**src/rtl/period_meter_if.sv**
```systemverilog
// ============================================================================
// Module   : period_meter_if
// Brief    : Strobe input, expected count and period/handshake/status bundle.
// Revision : 1.0 - initial release
// ============================================================================
`default_nettype none

interface period_meter_if #(
  parameter int width = 31
);
  logic           tick;
  logic [width:0] max;
  logic           ack;
  logic [width:0] period;
  logic           valid;
  logic           overrun;
  logic           timeout;
  logic           locked;

  // master is the meter itself; slave is the strobe source / period consumer
  modport master (
    input  tick, max, ack,
    output period, valid, overrun, timeout, locked
  );

  modport slave (
    output tick, max, ack,
    input  period, valid, overrun, timeout, locked
  );
endinterface

`default_nettype wire

```
**src/rtl/period_meter.sv**
```systemverilog
// ============================================================================
// Module   : period_meter
// Brief    : Measures clocks between rising edges of tick, reports via
//            valid/ack, flags overrun, timeout and lock against max+1.
// Revision : 1.0 - initial release
// ============================================================================
`default_nettype none

module period_meter #(
  parameter int width = 31
) (
  input  wire logic      clock,
  input  wire logic      reset,
  period_meter_if.master bus
);

  typedef enum logic [0:0] {
    ST_IDLE    = 1'b0,
    ST_MEASURE = 1'b1
  } state_t;

  localparam logic [width:0] c_all_ones = '1;
  localparam logic [width:0] c_one      = {{width{1'b0}}, 1'b1};

  state_t         r_state;
  logic           r_s1;
  logic           r_s2;
  logic           r_s3;
  logic [width:0] r_count;
  logic [width:0] r_period;
  logic           r_valid;
  logic           r_overrun;
  logic           r_timeout;
  logic           r_locked;
  logic           r_prev_match;

  logic           w_edge;
  logic           w_capture;
  logic           w_match;
  logic [width:0] w_target;
  logic [width:0] w_count_inc;

  assign w_edge      = r_s2 & ~r_s3;
  assign w_capture   = (r_state == ST_MEASURE) & w_edge;
  // max of all-ones wraps the target to 0, which a capture can never equal
  assign w_target    = bus.max + c_one;
  assign w_match     = (r_count == w_target);
  assign w_count_inc = r_count + c_one;

  always_ff @(posedge clock) begin
    if (reset) begin
      r_state      <= ST_IDLE;
      r_s1         <= 1'b0;
      r_s2         <= 1'b0;
      r_s3         <= 1'b0;
      r_count      <= '0;
      r_period     <= '0;
      r_valid      <= 1'b0;
      r_overrun    <= 1'b0;
      r_timeout    <= 1'b0;
      r_locked     <= 1'b0;
      r_prev_match <= 1'b0;
    end else begin
      r_s1 <= bus.tick;
      r_s2 <= r_s1;
      r_s3 <= r_s2;

      if (r_valid && bus.ack && !w_capture) begin
        r_valid   <= 1'b0;
        r_overrun <= 1'b0;
      end

      case (r_state)
        ST_IDLE: begin
          if (w_edge) begin
            r_count <= c_one;
            r_state <= ST_MEASURE;
          end
        end
        ST_MEASURE: begin
          if (w_edge) begin
            r_period     <= r_count;
            r_count      <= c_one;
            r_timeout    <= 1'b0;
            r_valid      <= 1'b1;
            // an ack in the capture cycle consumes the old data first
            r_overrun    <= r_valid & ~bus.ack;
            r_locked     <= w_match & r_prev_match;
            r_prev_match <= w_match;
          end else if (r_count != c_all_ones) begin
            r_count <= w_count_inc;
            if (w_count_inc == c_all_ones) begin
              r_timeout    <= 1'b1;
              r_locked     <= 1'b0;
              r_prev_match <= 1'b0;
            end
          end
        end
        default: r_state <= ST_IDLE;
      endcase
    end
  end

  assign bus.period  = r_period;
  assign bus.valid   = r_valid;
  assign bus.overrun = r_overrun;
  assign bus.timeout = r_timeout;
  assign bus.locked  = r_locked;

endmodule

`default_nettype wire

```
**src/flat_wrapper.sv**
```systemverilog
// flat-port wrapper written by rule: the top's interface ports become plain ports
module period_meter_flat 
#(
  parameter int width = 31
)
  (clock, reset, bus_tick, bus_max, bus_ack, bus_period, bus_valid, bus_overrun, bus_timeout, bus_locked);
  period_meter_if #(.width(width)) bus_i ();
  input  wire logic clock;
  input  wire logic reset;
  input wire logic [$bits(bus_i.tick)-1:0] bus_tick;
  input wire logic [$bits(bus_i.max)-1:0] bus_max;
  input wire logic [$bits(bus_i.ack)-1:0] bus_ack;
  output wire logic [$bits(bus_i.period)-1:0] bus_period;
  output wire logic [$bits(bus_i.valid)-1:0] bus_valid;
  output wire logic [$bits(bus_i.overrun)-1:0] bus_overrun;
  output wire logic [$bits(bus_i.timeout)-1:0] bus_timeout;
  output wire logic [$bits(bus_i.locked)-1:0] bus_locked;
  assign bus_i.tick = bus_tick;
  assign bus_i.max = bus_max;
  assign bus_i.ack = bus_ack;
  assign bus_period = bus_i.period;
  assign bus_valid = bus_i.valid;
  assign bus_overrun = bus_i.overrun;
  assign bus_timeout = bus_i.timeout;
  assign bus_locked = bus_i.locked;
  period_meter #(.width(width)) u_core (.clock(clock), .reset(reset), .bus(bus_i));
endmodule
```
**config.mk**
```make
export PLATFORM = sky130hd
export DESIGN_NAME = period_meter_flat
export DESIGN_NICKNAME = d
export VERILOG_FILES = /design/src/rtl/period_meter_if.sv /design/src/rtl/period_meter.sv /design/src/flat_wrapper.sv
export SDC_FILE = /design/constraint.sdc
export NUM_CORES = 1
export LEC_CHECK = 0
export CAP_MARGIN = 10
export CORE_ASPECT_RATIO = 1.75
export CORE_MARGIN = 3
export CORE_UTILIZATION = 24
export CTS_CLUSTER_DIAMETER = 80
export CTS_CLUSTER_SIZE = 20
export DETAILED_ROUTE_END_ITERATION = 8
export HOLD_SLACK_MARGIN = 0.02
export MAX_ROUTING_LAYER = met4
export SLEW_MARGIN = 20
export SYNTH_ARGS = -nofsm -noshare
export SYNTH_HDL_FRONTEND = slang
export SYNTH_SLANG_ARGS = --single-unit
export TNS_END_PERCENT = 5
```
**constraint.sdc**
```tcl
create_clock -name clock -period 3 [get_ports clock]
set_input_delay 0.3 -clock clock [delete_from_list [all_inputs] [get_ports clock]]
set_output_delay 0.3 -clock clock [all_outputs]
set_load 0.05 [all_outputs]
```
### Yosys cells after proc, flatten, opt, wreduce, memory -nomap -nowiden

Cells that the tools add are included.

| storage, ports and cells | value |
|---|---|
| flip-flop bits (word level) | 73 |
| input bits | 36 |
| logic and storage cells | 52 |

| cells by class | value |
|---|---|
| $add $sub $neg | 2 |
| equal/unequal tests | 5 |
| multiplexer cells | 19 |
| bitwise logic cells | 7 |
| reductions and logical operators | 8 |

Operator list:

| operator | number |
|---|---|
| $mux 32 | 3 |
| $add 32x1->32 const B | 2 |
| $pmux 32 s2 | 1 |
| $eq 32x32->1 | 1 |
| $eq 32x32->1 const B | 1 |
| $ne 32x32->1 const B | 1 |
| $mux 1 | 15 |
| $and 1x1->1 | 4 |
| $reduce_and 2->1 | 2 |
| $reduce_bool 2->1 | 2 |
| $ne 3x3->1 const B | 1 |
| $not 1->1 | 3 |
| $reduce_and 3->1 | 1 |
| $logic_and 1x1->1 | 2 |
| $ne 2x1->1 const B | 1 |
| $logic_not 1->1 | 1 |

### Longest topological paths before layout

| depth | value |
|---|---|
| word-level depth | 8 |
| depth in mapped cells | 10 |
| mapped depth without buffers | 10 |

### Least setup slack after synthesis

No wires, ideal clock.

| timing path | value |
|---|---|
| path kind | flip-flop to flip-flop |
| start point | register u_core.r_count[0] |
| end point | register u_core.r_count[17] |
| arrival | 2.364 ns |
| slack | 0.508 ns |
| cell stages (with the launch flop) | 11 |
| path buffers | 1 |
| period minus slack after synthesis | 2.492 ns |
| cells stage by stage | dfxtp_1 ha_1 nand4_1 or4_1 buf_2 o31ai_4 nor2_2 and4_4 and3_1 xnor2_1 nor2_1 |

| on the way | value |
|---|---|
| longest elaborated chain between the ends | 4 |
| elaborated cells between the ends (all ways) | 7 |
| those cells by class | 1 x add/sub; 2 x eq/ne; 3 x mux; 1 x reduce/logical |

RTL lines:

| element | RTL line | text |
|---|---|---|
| start: declaration | period_meter.sv:29 | `logic [width:0] r_count;` |
| start signal: assignment | period_meter.sv:76 | `r_count <= c_one;` |
| start signal: assignment | period_meter.sv:83 | `r_count <= c_one;` |
| start signal: assignment | period_meter.sv:91 | `r_count <= w_count_inc;` |
| $add 32x1->32 | period_meter.sv:48 | `assign w_count_inc = r_count + c_one;` |
| $mux 32 | period_meter.sv:90 | `end else if (r_count != c_all_ones) begin` |
| $mux 32 | period_meter.sv:81 | `if (w_edge) begin` |
| $pmux 32 s2 | period_meter.sv:73 | `case (r_state)` |

Parallel ways exist; a longest one is shown, timed or not. The select of a mux whose other input is x is not followed.
A chain may end at the register's enable or synchronous reset.

### Worst setup path after layout

| timing path | value |
|---|---|
| start point | register u_core.r_count[2] |
| end point | register u_core.r_prev_match |

| on the way | value |
|---|---|
| longest elaborated chain between the ends | 4 |
| elaborated cells between the ends (all ways) | 8 |
| those cells by class | 1 x add/sub; 3 x eq/ne; 1 x mux; 3 x reduce/logical |

RTL lines:

| element | RTL line | text |
|---|---|---|
| $add 32x1->32 | period_meter.sv:48 |  |
| $eq 32x32->1 | period_meter.sv:92 | `if (w_count_inc == c_all_ones) begin` |
| $reduce_bool 2->1 (no line) | -- |  |
| $reduce_and 3->1 (no line) | -- |  |
| end signal: assignment | period_meter.sv:89 | `r_prev_match <= w_match;` |
| end: declaration | period_meter.sv:35 | `logic r_prev_match;` |

Parallel ways exist; a longest one is shown, timed or not.

==> metrics.md <==
| Metric | Value |
|---|---|
| Multi-input gate area | 2601 µm² |
| Synth top cells by count | nand2_1, dfxtp_1, nor2_1, a21oi_1, xnor2_1 |
| Synth area leader | dfxtp_1 |
| Max Root-Sink Buffers | 2 |
| Seq. cell area | 1461 µm² |
| Worst Path Arrival | 2.85 ns |
| # IOs | 72 |
| Layout Nets | 673 |
| Yosys cell types | 54 |
| Overflow after GRT | 0 |
| Synth area leaders | dfxtp_1, xnor2_1, nand2_1, xor2_1, a21oi_1 |
| Maximum clock frequency | 381.7 MHz |
| Max Slew Vio Count | 0 |
| Yosys warns | 0 |
| Sequential Power Share | 0.438 |
| Clock power share | 0.475 |
| Setup_tns | 0 ns |
| Status | completed |
| Pre-CTS WS | 0.1264 ns |
| CP required | 3.23 ns |
| Core area | 17,180 µm² |
| Initial DRC count | 155 |
| Fin. Hold Viols | 0 |
| Drc violations | 0 |
| WL per Instance | 15.28 µm |
| Seq/Total Area, Yosys | 0.3421 |
| Hold Path Class | register to register |
| Skew final | 0.004366 ns |
| Clk Latency, worst-skew pair | 0.33 ns |
| Top_reg_cell synth | dfxtp_1 |
| Pin count of the biggest net entering global routing | 45 |
| Top-count cell post-synth | nand2_1 |
| Via/cell ratio | 4.762 |
| H-tree levels | 3 |
| CP Capture Type | register |
| Slew margin rel. | 0.5167 |
| Synth Register Bits | 73 |
| Mean area per synthesized cell | 7.767 µm² |
| Via count of the first global-routing pass | 4,000 |
| CTS sink count | 73 |
| Share of post-route cells with drive strength above 1 | 0.1064 |
| RSZ-0062 raised after global routing | false |
| Initial antenna violation count | 0 |
| Gate power share | 0.088 |
| PD cells | 393.7 nW/µm² |
| Pleak | 1.903 nW |
| First-pass GRT wire length | 20.89 mm |
| Setup CP Type | register to register |
| Post-DP HPWL | 10.42 mm |
| Max cap viols | 0 |
| Top cell type's share of synthesized area | 0.3421 |
| Routed wire length | 13.23 mm |
| Tot GR Track Use | 0.1392 |
| Post-synth net total | 589 |
| Fin crit share | 0.8734 |
| Area of the die | 19,500 µm² |
| Post-synth EDFFs | 0 |
| Initial Utilization | 0.2486 |
| Internal power | 1.733 mW |
| Fin worst setup slack | 0.3799 ns |
| Clk slew on worst S/H paths | 0.06 ns |
| CTS root buf | clkbuf_16 |
| Post-cts resize count | 0 |
| Post-synthesis cell count | 550 |
| Rows | 63 |
| Via Count | 4,124 |
| Worst VDD drop | 0.1989 mV |
| Fin crit period | 2.620 ns |
| Switching fraction of total power | 0.2248 |
| Synthesized area | 4272 µm² |
| Hold_buf cts | 0 |
| TritonRoute pass-1 iters | 4 |
| Worst Tran Pin Value | 0.7249 ns |
| Area Overhead vs Synth | 32.92% |
| Worst Path Max Fanout | 7 |
| Switching Power | 0.5026 mW |
| Final RePlAce weighted congestion | 0.8496 |
| Async S/R FF share, synth | 0 |
| Die H | 182.5 µm |
| CTS Buf Count | 9 |
| Setup violations, final | 0 |
| IO Port Bufs | 71 |
| Die W | 106.9 µm |
| Fillcell total | 1,893 |
| ANT cells | 0 |
| CTS tree | yes |
| Worst Setup Start Kind | register |
| Post-DRT Antenna Nets | 0 |
| Postcts setup bufs | 0 |
| Post-layout util | 0.3304 |
-- kinds of logic (layout without fill, tap and decap cells) --
group | after synthesis | count (layout) | share of synthesized area
XOR/XNOR | 70 | 70 | 0.1435
multiplexers | 4 | 4 | 0.009374
buffers and inverters | 45 | 134 | 0.04891
AND/OR/NAND/NOR | 268 | 268 | 0.3222
adder cells (fa/ha/maj) | 3 | 3 | 0.008788
AO/OA/AOI/OAI | 87 | 87 | 0.1251
flip-flops | 73 | 73 | 0.3421
-- area by class of cell --
cell class,instances,share of cell area
Timing Repair Buffer,112,0.1794
Multi-Input combinational cell,432,0.4581
Clock buffer,13,0.04407
Sequential cell,73,0.2574
Clock inverter,3,0.007052
Tap cell,227,0.05002
Inverter,6,0.003967
-- power by group through the flow --
stage / sequential [mW] / clock [mW] / combinational (mW)
after floorplan: 1.00 / 0 / 0.0918
after global placement: 0.999 / 0 / 0.196
after detailed placement: 0.999 / 0 / 0.196
after CTS: 0.978 / 1.08 / 0.197
after global routing: 0.978 / 1.12 / 0.214
final: 0.978 / 1.06 / 0.196
-- flip-flops by register name, summed over array words and instances (netlist names) --
signal,count
u_core.bus.locked,1
u_core.bus.timeout,1
u_core.r_s3,1
u_core.bus.valid,1
u_core.r_state,1
u_core.r_count,32
u_core.r_s2,1
u_core.r_s1,1
u_core.r_prev_match,1
u_core.bus.period,32
u_core.bus.overrun,1
-- placed cells by master, fill, tap and decap left out, types with 6 or more instances in the layout --
master           netlist  layout
nor2_1                49      49
o21ai_0               12      12
nand4_1               19      19
inv_1                  6       6
nand2_1               89      89
nor3_1                 7       7
a211oi_1               9       9
or3_1                  7       7
a31oi_1                6       6
and4_1                 6       6
xor2_1                31      31
buf_4                  6      41
xnor2_1               39      39
nand2b_1               6       6
dfxtp_1               73      73
clkbuf_16              0       9
nor2b_1                8       8
and3_1                13      13
a21oi_1               43      43
nand3_1               29      29
nor3b_1                6       6
clkdlybuf4s50_1        0      71
-- metrics by stage --
stage / power (mW) / area, µm² / hold WS (ns) / cells
final: 2.235 / 5678 / 0.4351 / 866
after global routing: 2.313 / 5678 / 0.4677 / 866
after CTS: 2.257 / 5678 / 0.4380 / 866
after detailed placement: 1.195 / 5388 / 0.4253 / 850
after global placement: 1.195 / 5388 / 0.4215 / 850
after floorplan: 1.094 / 4272 / 0.4138 / 550
-- final timing paths --
path | slack, ns | depth (start not counted) | from | end
min | 0.44 | 1 | u_core.r_s1 | u_core.r_s2
max reg2reg | 0.38 | 8 | u_core.r_count[2] | u_core.r_prev_match
min reg2reg | 0.44 | 1 | u_core.r_s1 | u_core.r_s2
max | 0.38 | 8 | u_core.r_count[2] | u_core.r_prev_match
-- layer usage --
| layer | global-route usage | wire (µm) |
|---|---|---|
| met1 | 0.1457 | 5199 |
| met2 | 0.2562 | 7202 |
| met3 | 0.01982 | 370 |
| met4 | 0.05888 | 456 |
| met5 | - | 0 |
-- critical path, cell delays in order, from the launching register on --
cell	delay, ns
dfxtp_1	0.55
nand4_1	0.16
or4_1	0.66
nor3_1	0.27
xor2_1	0.19
o2111ai_1	0.25
nand2_2	0.17
nor3b_1	0.06
a31o_1	0.20
Power figures use the tool's default switching activity.
